==> src/rtl/pipe_ctrl_pkg.sv <==
// Shared types and control-bundle constants for the pipeline stall/flush sequencer.
package pipe_ctrl_pkg;

  typedef enum logic {
    RUN      = 1'b0,
    MEM_WAIT = 1'b1
  } state_t;

  typedef struct packed {
    logic pc_write;
    logic if_id_write;
    logic if_id_flush;
    logic id_ex_bubble;
    logic ex_mem_write;
    logic mem_wb_bubble;
  } ctrl_t;

  localparam int WAIT_W = 8;

  localparam ctrl_t CTRL_PASS = '{pc_write: 1'b1, if_id_write: 1'b1, if_id_flush: 1'b0,
                                  id_ex_bubble: 1'b0, ex_mem_write: 1'b1, mem_wb_bubble: 1'b0};
  localparam ctrl_t CTRL_FREEZE = '{pc_write: 1'b0, if_id_write: 1'b0, if_id_flush: 1'b0,
                                    id_ex_bubble: 1'b0, ex_mem_write: 1'b0, mem_wb_bubble: 1'b1};
  localparam ctrl_t CTRL_BUBBLE = '{pc_write: 1'b0, if_id_write: 1'b0, if_id_flush: 1'b0,
                                    id_ex_bubble: 1'b1, ex_mem_write: 1'b1, mem_wb_bubble: 1'b0};
  localparam ctrl_t CTRL_RESET = '{pc_write: 1'b0, if_id_write: 1'b0, if_id_flush: 1'b1,
                                   id_ex_bubble: 1'b1, ex_mem_write: 1'b0, mem_wb_bubble: 1'b1};

endpackage

==> src/rtl/load_use_detect.sv <==
// Combinational load-use hazard compare between the instruction in ID and a load in EX.
module load_use_detect
  import pipe_ctrl_pkg::*;
#(
  parameter int REG_W = 5
) (
  input  logic [REG_W-1:0] rs,
  input  logic [REG_W-1:0] rt,
  input  logic [REG_W-1:0] id_ex_rt,
  input  logic             id_ex_mem_read,
  output logic             load_use
);

  // $zero is hard-wired, so a load targeting it never creates a dependency
  assign load_use = id_ex_mem_read & (id_ex_rt != {REG_W{1'b0}}) &
                    ((rs == id_ex_rt) | (rt == id_ex_rt));

endmodule

==> src/rtl/pipeline_stall_controller.sv <==
// Stall/flush sequencer: merges memory waits, load-use stalls and branch flushes
// into one set of pipeline-register controls, with a wait watchdog and stall counter.
module pipeline_stall_controller
  import pipe_ctrl_pkg::*;
#(
  parameter int REG_W    = 5,
  parameter int MAX_WAIT = 15,
  parameter int CNT_W    = 16
) (
  input  logic             clk,
  input  logic             rst,
  input  logic [REG_W-1:0] Rs,
  input  logic [REG_W-1:0] Rt,
  input  logic [REG_W-1:0] ID_EX_Rt,
  input  logic             ID_EX_MemRead,
  input  logic             Branch_Taken,
  input  logic             MEM_Access,
  input  logic             mem_ready,
  output logic             mem_req,
  output logic             PCWrite,
  output logic             IF_ID_Write,
  output logic             IF_ID_Flush,
  output logic             ID_EX_Bubble,
  output logic             EX_MEM_Write,
  output logic             MEM_WB_Bubble,
  output logic             mem_timeout,
  output logic [CNT_W-1:0] stall_cycles
);

  state_t             state_r;
  state_t             state_nxt_s;
  logic [WAIT_W-1:0]  wait_r;
  logic [WAIT_W-1:0]  wait_nxt_s;
  logic               timeout_r;
  logic               timeout_set_s;
  logic [CNT_W-1:0]   stall_r;
  logic               load_use_s;
  logic               mem_req_s;
  ctrl_t              run_ctrl_s;
  ctrl_t              ctrl_s;

  load_use_detect #(.REG_W(REG_W)) u_load_use (
    .rs             (Rs),
    .rt             (Rt),
    .id_ex_rt       (ID_EX_Rt),
    .id_ex_mem_read (ID_EX_MemRead),
    .load_use       (load_use_s)
  );

  // Controls used whenever memory is not holding the pipe: load-use beats branch flush
  always_comb begin
    run_ctrl_s = CTRL_PASS;
    if (load_use_s) begin
      run_ctrl_s = CTRL_BUBBLE;
    end else if (Branch_Taken) begin
      run_ctrl_s.if_id_flush = 1'b1;
    end else begin
      run_ctrl_s = CTRL_PASS;
    end
  end

  // Next-state, watchdog and pipeline-control decode
  always_comb begin
    mem_req_s     = MEM_Access & ~timeout_r & ~rst;
    ctrl_s        = CTRL_PASS;
    state_nxt_s   = state_r;
    wait_nxt_s    = wait_r;
    timeout_set_s = 1'b0;
    if (rst) begin
      ctrl_s = CTRL_RESET;
    end else begin
      case (state_r)
        RUN: begin
          if (mem_req_s && !mem_ready) begin
            ctrl_s      = CTRL_FREEZE;
            state_nxt_s = MEM_WAIT;
            wait_nxt_s  = {{(WAIT_W-1){1'b0}}, 1'b1};
          end else begin
            ctrl_s = run_ctrl_s;
          end
        end
        MEM_WAIT: begin
          if (mem_ready) begin
            ctrl_s      = run_ctrl_s;
            state_nxt_s = RUN;
            wait_nxt_s  = {WAIT_W{1'b0}};
          end else if (wait_r == WAIT_W'(MAX_WAIT)) begin
            // Watchdog expiry: release the pipe but drop the stuck access
            ctrl_s               = run_ctrl_s;
            ctrl_s.mem_wb_bubble = 1'b1;
            timeout_set_s        = 1'b1;
            state_nxt_s          = RUN;
            wait_nxt_s           = {WAIT_W{1'b0}};
          end else begin
            ctrl_s     = CTRL_FREEZE;
            wait_nxt_s = wait_r + {{(WAIT_W-1){1'b0}}, 1'b1};
          end
        end
        default: begin
          ctrl_s      = CTRL_RESET;
          state_nxt_s = RUN;
          wait_nxt_s  = {WAIT_W{1'b0}};
        end
      endcase
    end
  end

  // State, watchdog, sticky timeout and saturating stall counter
  always_ff @(posedge clk) begin
    if (rst) begin
      state_r   <= RUN;
      wait_r    <= {WAIT_W{1'b0}};
      timeout_r <= 1'b0;
      stall_r   <= {CNT_W{1'b0}};
    end else begin
      state_r <= state_nxt_s;
      wait_r  <= wait_nxt_s;
      if (timeout_set_s) begin
        timeout_r <= 1'b1;
      end
      if (!ctrl_s.pc_write && (stall_r != {CNT_W{1'b1}})) begin
        stall_r <= stall_r + {{(CNT_W-1){1'b0}}, 1'b1};
      end
    end
  end

  assign mem_req       = mem_req_s;
  assign PCWrite       = ctrl_s.pc_write;
  assign IF_ID_Write   = ctrl_s.if_id_write;
  assign IF_ID_Flush   = ctrl_s.if_id_flush;
  assign ID_EX_Bubble  = ctrl_s.id_ex_bubble;
  assign EX_MEM_Write  = ctrl_s.ex_mem_write;
  assign MEM_WB_Bubble = ctrl_s.mem_wb_bubble;
  assign mem_timeout   = timeout_r;
  assign stall_cycles  = stall_r;

endmodule

==> config.mk <==
export PLATFORM = sky130hd
export DESIGN_NAME = pipeline_stall_controller
export DESIGN_NICKNAME = d
export VERILOG_FILES = /design/src/rtl/pipe_ctrl_pkg.sv /design/src/rtl/load_use_detect.sv /design/src/rtl/pipeline_stall_controller.sv
export SDC_FILE = /design/constraint.sdc
export NUM_CORES = 1
export LEC_CHECK = 0
export BUFFER_PORTS_ARGS = -buffer_cell sky130_fd_sc_hd__buf_2
export CORE_MARGIN = 2
export CORE_UTILIZATION = 58
export DETAILED_ROUTE_END_ITERATION = 12
export GPL_TIMING_DRIVEN = 1
export PLACE_DENSITY = 0.85
export SLEW_MARGIN = 20
export SYNTH_ARGS = -nofsm -noshare
export SYNTH_HDL_FRONTEND = slang
export SYNTH_SLANG_ARGS = --single-unit
==> constraint.sdc <==
create_clock -name clk -period 3.3 [get_ports clk]
set_input_delay 0.33 -clock clk [delete_from_list [all_inputs] [get_ports clk]]
set_output_delay 0.33 -clock clk [all_outputs]
set_load 0.05 [all_outputs]
### Yosys cells after proc, flatten, opt, wreduce, memory -nomap -nowiden

Cells that the tools add are included.

| operators by class | value |
|---|---|
| bitwise logic cells | 8 |
| add/subtract/negate cells | 2 |
| reduce and logical (&&, ||, !) cells | 5 |
| equal/unequal tests | 5 |
| mux-type cells | 19 |

Operators with widths:

| kind | number |
|---|---|
| $mux 6 | 5 |
| $mux 8 | 3 |
| $add 16x1->16 const B | 1 |
| $ne 16x16->1 const B | 1 |
| $pmux 8 s2 | 1 |
| $pmux 6 s2 | 1 |
| $eq 5x5->1 | 2 |
| $add 8x1->8 const B | 1 |
| $eq 8x4->1 const B | 1 |
| $mux 1 | 8 |
| $reduce_bool 5->1 | 1 |
| $and 1x1->1 | 4 |
| $not 1->1 | 3 |
| $logic_and 1x1->1 | 2 |
| $logic_not 1->1 | 2 |
| $ne 2x2->1 const B | 1 |
| $pmux 1 s2 | 1 |
| $or 1x1->1 | 1 |

| storage, ports and cells | value |
|---|---|
| input port bits | 21 |
| word-level logic and storage cells | 43 |
| register bits after elaboration | 26 |
| output and inout bits | 24 |

### Longest topological paths before layout

Gate-level depths: netlist (run 1).

| logic depth | value |
|---|---|
| depth in word-level cells | 10 |
| depth in mapped cells | 7 |
| gate-level depth less buffers | 6 |

### By module

From an unflattened synthesis (run 1), not the netlist that was laid out.

| unflattened totals | value |
|---|---|
| cell total of the unflattened synthesis | 186 |
| area, all modules | 1507.7 µm² |

Modules (own cells, without submodules):

| module | times used | sequential area each (µm²) | cells each | area an instance (µm²) |
|---|---|---|---|---|
| pipeline_stall_controller | 1 | 520.5 | 169 | 1382.6 |
| load_use_detect | 1 | 0.0 | 17 | 125.1 |

### Worst setup path after synthesis (run 1)

OpenSTA, ideal clock, no wires.

| path | value |
|---|---|
| path type | register -> output |
| from | register wait_r[0] |
| to | output port PCWrite |
| stages on the path, launching flop included | 7 |
| data required time | 2970 ps |
| slack | 185 ps |
| arrival time | 2785 ps |
| path buffers | 2 |
| cells stage by stage | dfxtp_1 ha_1 nand4b_1 o41a_1 buf_2 nor3_1 buf_4 |

| between the ends | value |
|---|---|
| cells in the longest elaborated chain, start to end | 5 |

RTL lines:

| what | RTL line | text |
|---|---|---|
| start: declaration | pipeline_stall_controller.sv:32 | `logic [WAIT_W-1:0] wait_r;` |
| start signal: assignment | pipeline_stall_controller.sv:112 | `wait_r <= {WAIT_W{1'b0}};` |
| start signal: assignment | pipeline_stall_controller.sv:117 | `wait_r <= wait_nxt_s;` |
| $eq 8x4->1 | pipeline_stall_controller.sv:87 | `end else if (wait_r == WAIT_W'(MAX_WAIT)) begin` |
| $mux 6 | pipeline_stall_controller.sv:87 |  |
| $mux 6 | pipeline_stall_controller.sv:83 | `if (mem_ready) begin` |
| $pmux 6 s2 | pipeline_stall_controller.sv:72 | `case (state_r)` |
| $mux 6 | pipeline_stall_controller.sv:69 | `if (rst) begin` |
| end: declaration | pipeline_stall_controller.sv:20 | `output logic PCWrite,` |

No other way between the ends.

### Final worst setup path (run 1)

| path | value |
|---|---|
| from | register wait_r[0] |
| to | output port IF_ID_Flush |

| between the ends | value |
|---|---|
| cells in the longest elaborated chain, start to end | 5 |

RTL lines:

| what | RTL line | text |
|---|---|---|
| $eq 8x4->1 | pipeline_stall_controller.sv:87 |  |
| $mux 6 | pipeline_stall_controller.sv:87 |  |
| $mux 6 | pipeline_stall_controller.sv:83 |  |
| $pmux 6 s2 | pipeline_stall_controller.sv:72 |  |
| $mux 6 | pipeline_stall_controller.sv:69 |  |
| end: declaration | pipeline_stall_controller.sv:22 | `output logic IF_ID_Flush,` |

No other way between the ends.

==> results.toml, run 1 <==
[routing]
routedWlPerCell_um = 14.28
dr.pass1.iters = 4
num_vias = 1814
ant_nets = 0
drt-total-wl_um = 4328
vias_per_cell = 5.987
drc = 0
drt_iter0_drc = 79

[yosys]
syn_nets = 245
synthAdderAreaFrac = 0.01329
synth_top_family_by_area = "simple AND/OR/NAND/NOR gates"
synth.distinct_cells = 57
synth_edf_count = 0
yosysSeqAreaShare = 0.2764
syn_area_per_cell_um2 = 8.482
synth_ff_type = "dfxtp_1"
synthSimpleGateAreaFrac = 0.3176
synth.cell_area_mm2 = 0.001883
synth-xor-area-share = 0.07442
syn_inst = 222
async_flop_share = 0
muxShareOfSynthArea = 0.08505
ys_ff_latch = 26
ys.warnings.count = 0
synth_compound_area_frac = 0.1960

[final_layout]
area_growth_pct = 13.22
final_cell_mix = "buf_2 (44), nor2_1 (30), dfxtp_1 (26)"
layout-drive-gt1-share = 0.2471
postLayoutCellArea_mm2 = 0.002132
n_antenna_cell = 0
regArea_um2 = 520.5
multi_input_area_mm2 = 0.001292
final_nets = 283
fill_cells = 264
final_common_cell = "buf_2"

[global_routing]
grt.overflow.total = 0
grt_pass1_vias = 1488
grt_max_degree = 44
grt_pass1_wl_um = 6437
grt_usage = 0.2267
antenna_found_initial = 0

[worst_setup_path]
startpoint = "wait_r[0]"
worst-path-buf-inv = 1
critPathSlowestCell = "o41a_1"
cp.required_ps = 2970
slowest_delay_ps = 560
rrSetupSlack_ps = 1050
worstSetupPathType = "reg -> out"
r2r-end = "stall_cycles[10]"
path_cells = "ha_1 > nand4b_1 > o41a_1 > a21oi_4 > o21a_1 > a21o_1 > buf_2"
reg2regPathDepth = 6
start_kind = "flip-flop"
critPathCapture = "IF_ID_Flush"
cp.depth = 7
r2r_start = "wait_r[0]"
cp.arrival_ps = 2520
endpoint_kind = "primary output"
worstPathMaxFanout = 12
cp_top_family = "compound AO/OA/AOI/OAI gates"

[run_status]
status = "finished clean"

[clocking]
cts_resized = 0
worstSkewPairLatency_ps = 330
root_buffer = "clkbuf_4"
cts_buffer_depth = 2
cts_buffers = 3
htreeDepth = 1
cts.sinks = 26
postCtsSetupBuffers = 0
cts_tree = "done"
ctsHoldBuffers = 0
clk_pin_slew_ps = 150

[power]
powerDensity_mw_per_mm2 = 295.2
p_total_w = 0.0006293
leakage_nw = 0.9091
irDropWorstVdd_uv = 167.4

[die]
io_pins = 45
initial_core_util = 0.6118
die_x_um = 60.98
rows = 20
die_height_um = 60.98
die-area_mm2 = 0.003719
core_mm2 = 0.003078

[timing]
fin_ws_ps = 451.0
clock.fmax_ghz = 0.3510
clock_skew_ps = 13.79
worst_pin_slew_ps = 867.8
finalCritPeriodShare = 0.8633
hold_viol = 0
setup_viol = 0
min_period_ps = 2849
rsz0062_at_grt = "false"
relSlewSlack = 0.4139
hold_ws_ps = 414.0
slew_viol_final = 0
setup_tns_ps = 0

[placement]
io_buffers = 44
dp_slack_ps = 793.5
gp_congestion = 0.8751
hpwl_um = 3194
placed_area_mm2 = 0.002096

[hold_path]
hold_depth = 3
hold_path_class = "in -> reg"

[job]
maxCapViolations = 0
[area by class of cell]
cell class / instances / share of cell area
Inverter: 2 / 0.003521
Multi-Input combinational cell: 183 / 0.6062
Sequential cell: 26 / 0.2441
Timing Repair Buffer: 44 / 0.1033
Clock buffer: 4 / 0.01702
Tap cell: 44 / 0.02582
[worst min-delay path by stage]
| stage | endpoint | startpoint | slack [ps] |
|---|---|---|---|
| 4_1_cts | stall_cycles[14] | ID_EX_MemRead | 420 |
| 6_report | stall_cycles[14] | ID_EX_MemRead | 410 |
| 2_1_floorplan | wait_r[1] | wait_r[1] | 450 |
| 3_5_place_dp | wait_r[1] | wait_r[1] | 470 |
| 3_3_place_gp | wait_r[1] | wait_r[1] | 460 |
| 5_1_grt | stall_cycles[14] | ID_EX_MemRead | 430 |
[power breakdown]
part           switching, W  internal [W]
sequential       0.00000716      0.000319
clock              0.000100     0.0000676
combinational     0.0000931     0.0000419
[state kept, by name, summed over array words and instances (netlist names)]
| signal | count |
|---|---|
| stall_cycles | 16 |
| wait_r | 8 |
| mem_timeout | 1 |
| state_r | 1 |
[worst register-to-register path: stages (launching register included)]
cell      delay (ps)
dfxtp_1          390
ha_1             240
nand4b_1         140
o41a_1           560
a21oi_4          310
o22ai_1          170
mux2_1           340
[cell usage after synthesis (3+ instances only)]
library cell / n / area (um^2)
nor2b_1: 15 / 93.84
nand3_1: 17 / 85.08
nand2_1: 9 / 33.78
a21o_1: 3 / 22.52
and3_1: 4 / 25.02
o32ai_1: 4 / 35.03
o211ai_2: 4 / 50.05
a21oi_1: 5 / 25.02
nand2b_1: 4 / 25.02
nand4_1: 8 / 50.05
dfxtp_1: 26 / 520.5
clkbuf_1: 6 / 22.52
nor3_1: 4 / 20.02
o21ai_1: 5 / 25.02
xor2_1: 15 / 131.4
and4_1: 3 / 26.28
nor2_1: 30 / 112.6
mux2_1: 12 / 135.1
[metrics by stage]
stage                     std cells    util
after floorplan                 222       -
after global placement          299  0.6809
after detailed placement        299  0.6809
after CTS                       303  0.6927
after global routing            303  0.6927
final                           303  0.6927
[layer usage]
| metal | track usage | wire length, um | vias up | part of all wire |
|---|---|---|---|---|
| met5 | 0 | 0 | - | 0 |
| met4 | 0.05901 | 49 | 0 | 0.011 |
| met3 | 0.02345 | 309 | 6 | 0.071 |
| li1 | - | - | 896 | - |
| met2 | 0.3840 | 1876 | 82 | 0.43 |
| met1 | 0.3082 | 2092 | 830 | 0.48 |
[cell families after synthesis]
family	Yosys count
mux	14
buf+inv	13
xor+xnor	16
compound gates	44
flops	26
simple gates	107
fa+ha+maj	2
(Power assumes the default switching activity.)
==> run 2, diff against run 1 <==
PLACE_DENSITY = 0.95   (was 0.85)
==> run 2 against run 1 <==
Against the previous run: die area unchanged; hold slack got worse by 31 ps; clock-buffer cell count is 1 lower; sequential cell count did not move; fmax fell by 3.7%; core utilization rose by 0.53 points; register-to-register slack worse by 70 ps; critical path type unchanged; critical endpoint unchanged; largest power group unchanged.
==> results.toml, run 2 (synthesized netlist as in run 1, its figures left out) <==
[worst_setup_path]
reg2regPathDepth = 6
r2r-end = "stall_cycles[10]"
r2r_start = "wait_r[0]"
critPathSlowestCell = "o41a_1"
path_cells = "ha_1 > nand4b_1 > o41a_1 > a21oi_4 > o21a_1 > a21o_1 > buf_2"
worstPathMaxFanout = 12
startpoint = "wait_r[0]"
rrSetupSlack_ps = 980
cp_top_family = "compound AO/OA/AOI/OAI gates"
start_kind = "flip-flop"
endpoint_kind = "primary output"
cp.arrival_ps = 2630
worst-path-buf-inv = 1
cp.required_ps = 2970
worstSetupPathType = "reg -> out"
slowest_delay_ps = 590

[power]
powerDensity_mw_per_mm2 = 322.4
irDropWorstVdd_uv = 175.9
leakage_nw = 0.9161
p_total_w = 0.0006925

[run_status]
status = "finished clean"

[global_routing]
grt_usage = 0.2563
grt_pass1_wl_um = 7238
grt_max_degree = 44
grt.overflow.total = 0
antenna_found_initial = 0
grt_pass1_vias = 1710

[timing]
setup_tns_ps = 0
clock_skew_ps = 1.645
clock.fmax_ghz = 0.3380
hold_viol = 0
relSlewSlack = 0.4539
min_period_ps = 2959
hold_ws_ps = 382.6
worst_pin_slew_ps = 808.6
rsz0062_at_grt = "false"
finalCritPeriodShare = 0.8966
slew_viol_final = 0
setup_viol = 0

[clocking]
cts_resized = 0
cts_tree = "done"
cts.sinks = 26
worstSkewPairLatency_ps = 350
cts_buffer_depth = 2
root_buffer = "clkbuf_4"
cts_buffers = 3
postCtsSetupBuffers = 0
ctsHoldBuffers = 0
clk_pin_slew_ps = 150
htreeDepth = 1

[routing]
routedWlPerCell_um = 14.63
drt-total-wl_um = 4434
ant_nets = 0
vias_per_cell = 6.139
num_vias = 1860
dr.pass1.iters = 4
drt_iter0_drc = 101
drc = 0

[hold_path]
holdPathEnd = "stall_cycles[14]"
min-delay-start = "ID_EX_MemRead"
hold_depth = 3
hold_path_class = "in -> reg"

[die]
die_x_um = 60.98
initial_core_util = 0.6118
die-area_mm2 = 0.003719
rows = 20
io_pins = 45
core_mm2 = 0.003078
die_height_um = 60.98

[final_layout]
fill_cells = 240
largest_reg_flops = 16
final_cell_mix = "buf_2 (44), nor2_1 (30), dfxtp_1 (26)"
area_growth_pct = 14.09
layout-drive-gt1-share = 0.2471
postLayoutCellArea_mm2 = 0.002148
final_common_cell = "buf_2"
final_cells = 303
n_antenna_cell = 0
final_nets = 283

[placement]
gp_congestion = 0.9074
hpwl_um = 3183
placed_area_mm2 = 0.002096
dp_cells = 299
io_buffers = 44

[job]
maxCapViolations = 0
-- run 2: changes by cell type in the layout (fill, tap and decap cells not counted), sizes merged --
cell,previous run,this run
clkbuf,4,3
bufinv,0,1
-- run 2: per-layer routing --
metal	part of all wire	wire, um	GRT usage
met1	0.43	1893	0.3129
met2	0.47	2099	0.4332
met3	0.083	368	0.04691
met4	0.016	72	0.1242
met5	0	0	0
-- run 2: worst max path at each step --
stage | to | slack (ps) | cells after the start
4_1_cts | IF_ID_Flush | 360 | 7
3_3_place_gp | IF_ID_Flush | 870 | 7
3_5_place_dp | IF_ID_Flush | 770 | 7
6_report | IF_ID_Flush | 340 | 7
5_1_grt | IF_ID_Flush | 180 | 7
2_1_floorplan | PCWrite | 180 | 6
-- run 2: metrics by stage --
stage	utilization	worst slack, ps
floorplan	-	184.6
global placement	0.6809	874.7
detailed placement	0.6809	769.3
CTS	0.6980	355.3
global route	0.6980	175.1
finish	0.6980	341.4
-- run 2: layout make-up --
type | count | area (um^2) | area share
multi-input cells | 183 | 1292 | 0.6016
flip-flops and latches | 26 | 520.5 | 0.2423
repair buffers | 44 | 220.2 | 0.1025
well taps | 44 | 55.05 | 0.02563
clock inverters | 1 | 30.03 | 0.01398
clock buffers | 3 | 22.52 | 0.01048
inverters | 2 | 7.507 | 0.003494
-- run 2: tightest hold or removal path: cells and delay by family --
kind / cells / cell delay (ps)
buffers and inverters: 1 / 110
AO/OA/AOI/OAI: 2 / 270
-- run 2: power breakdown --
group	internal, W	leakage [nW]	switching [W]
registers	0.000319	0.210	0.00000724
clock network	0.000123	0.0279	0.000107
logic	0.0000418	0.678	0.0000936
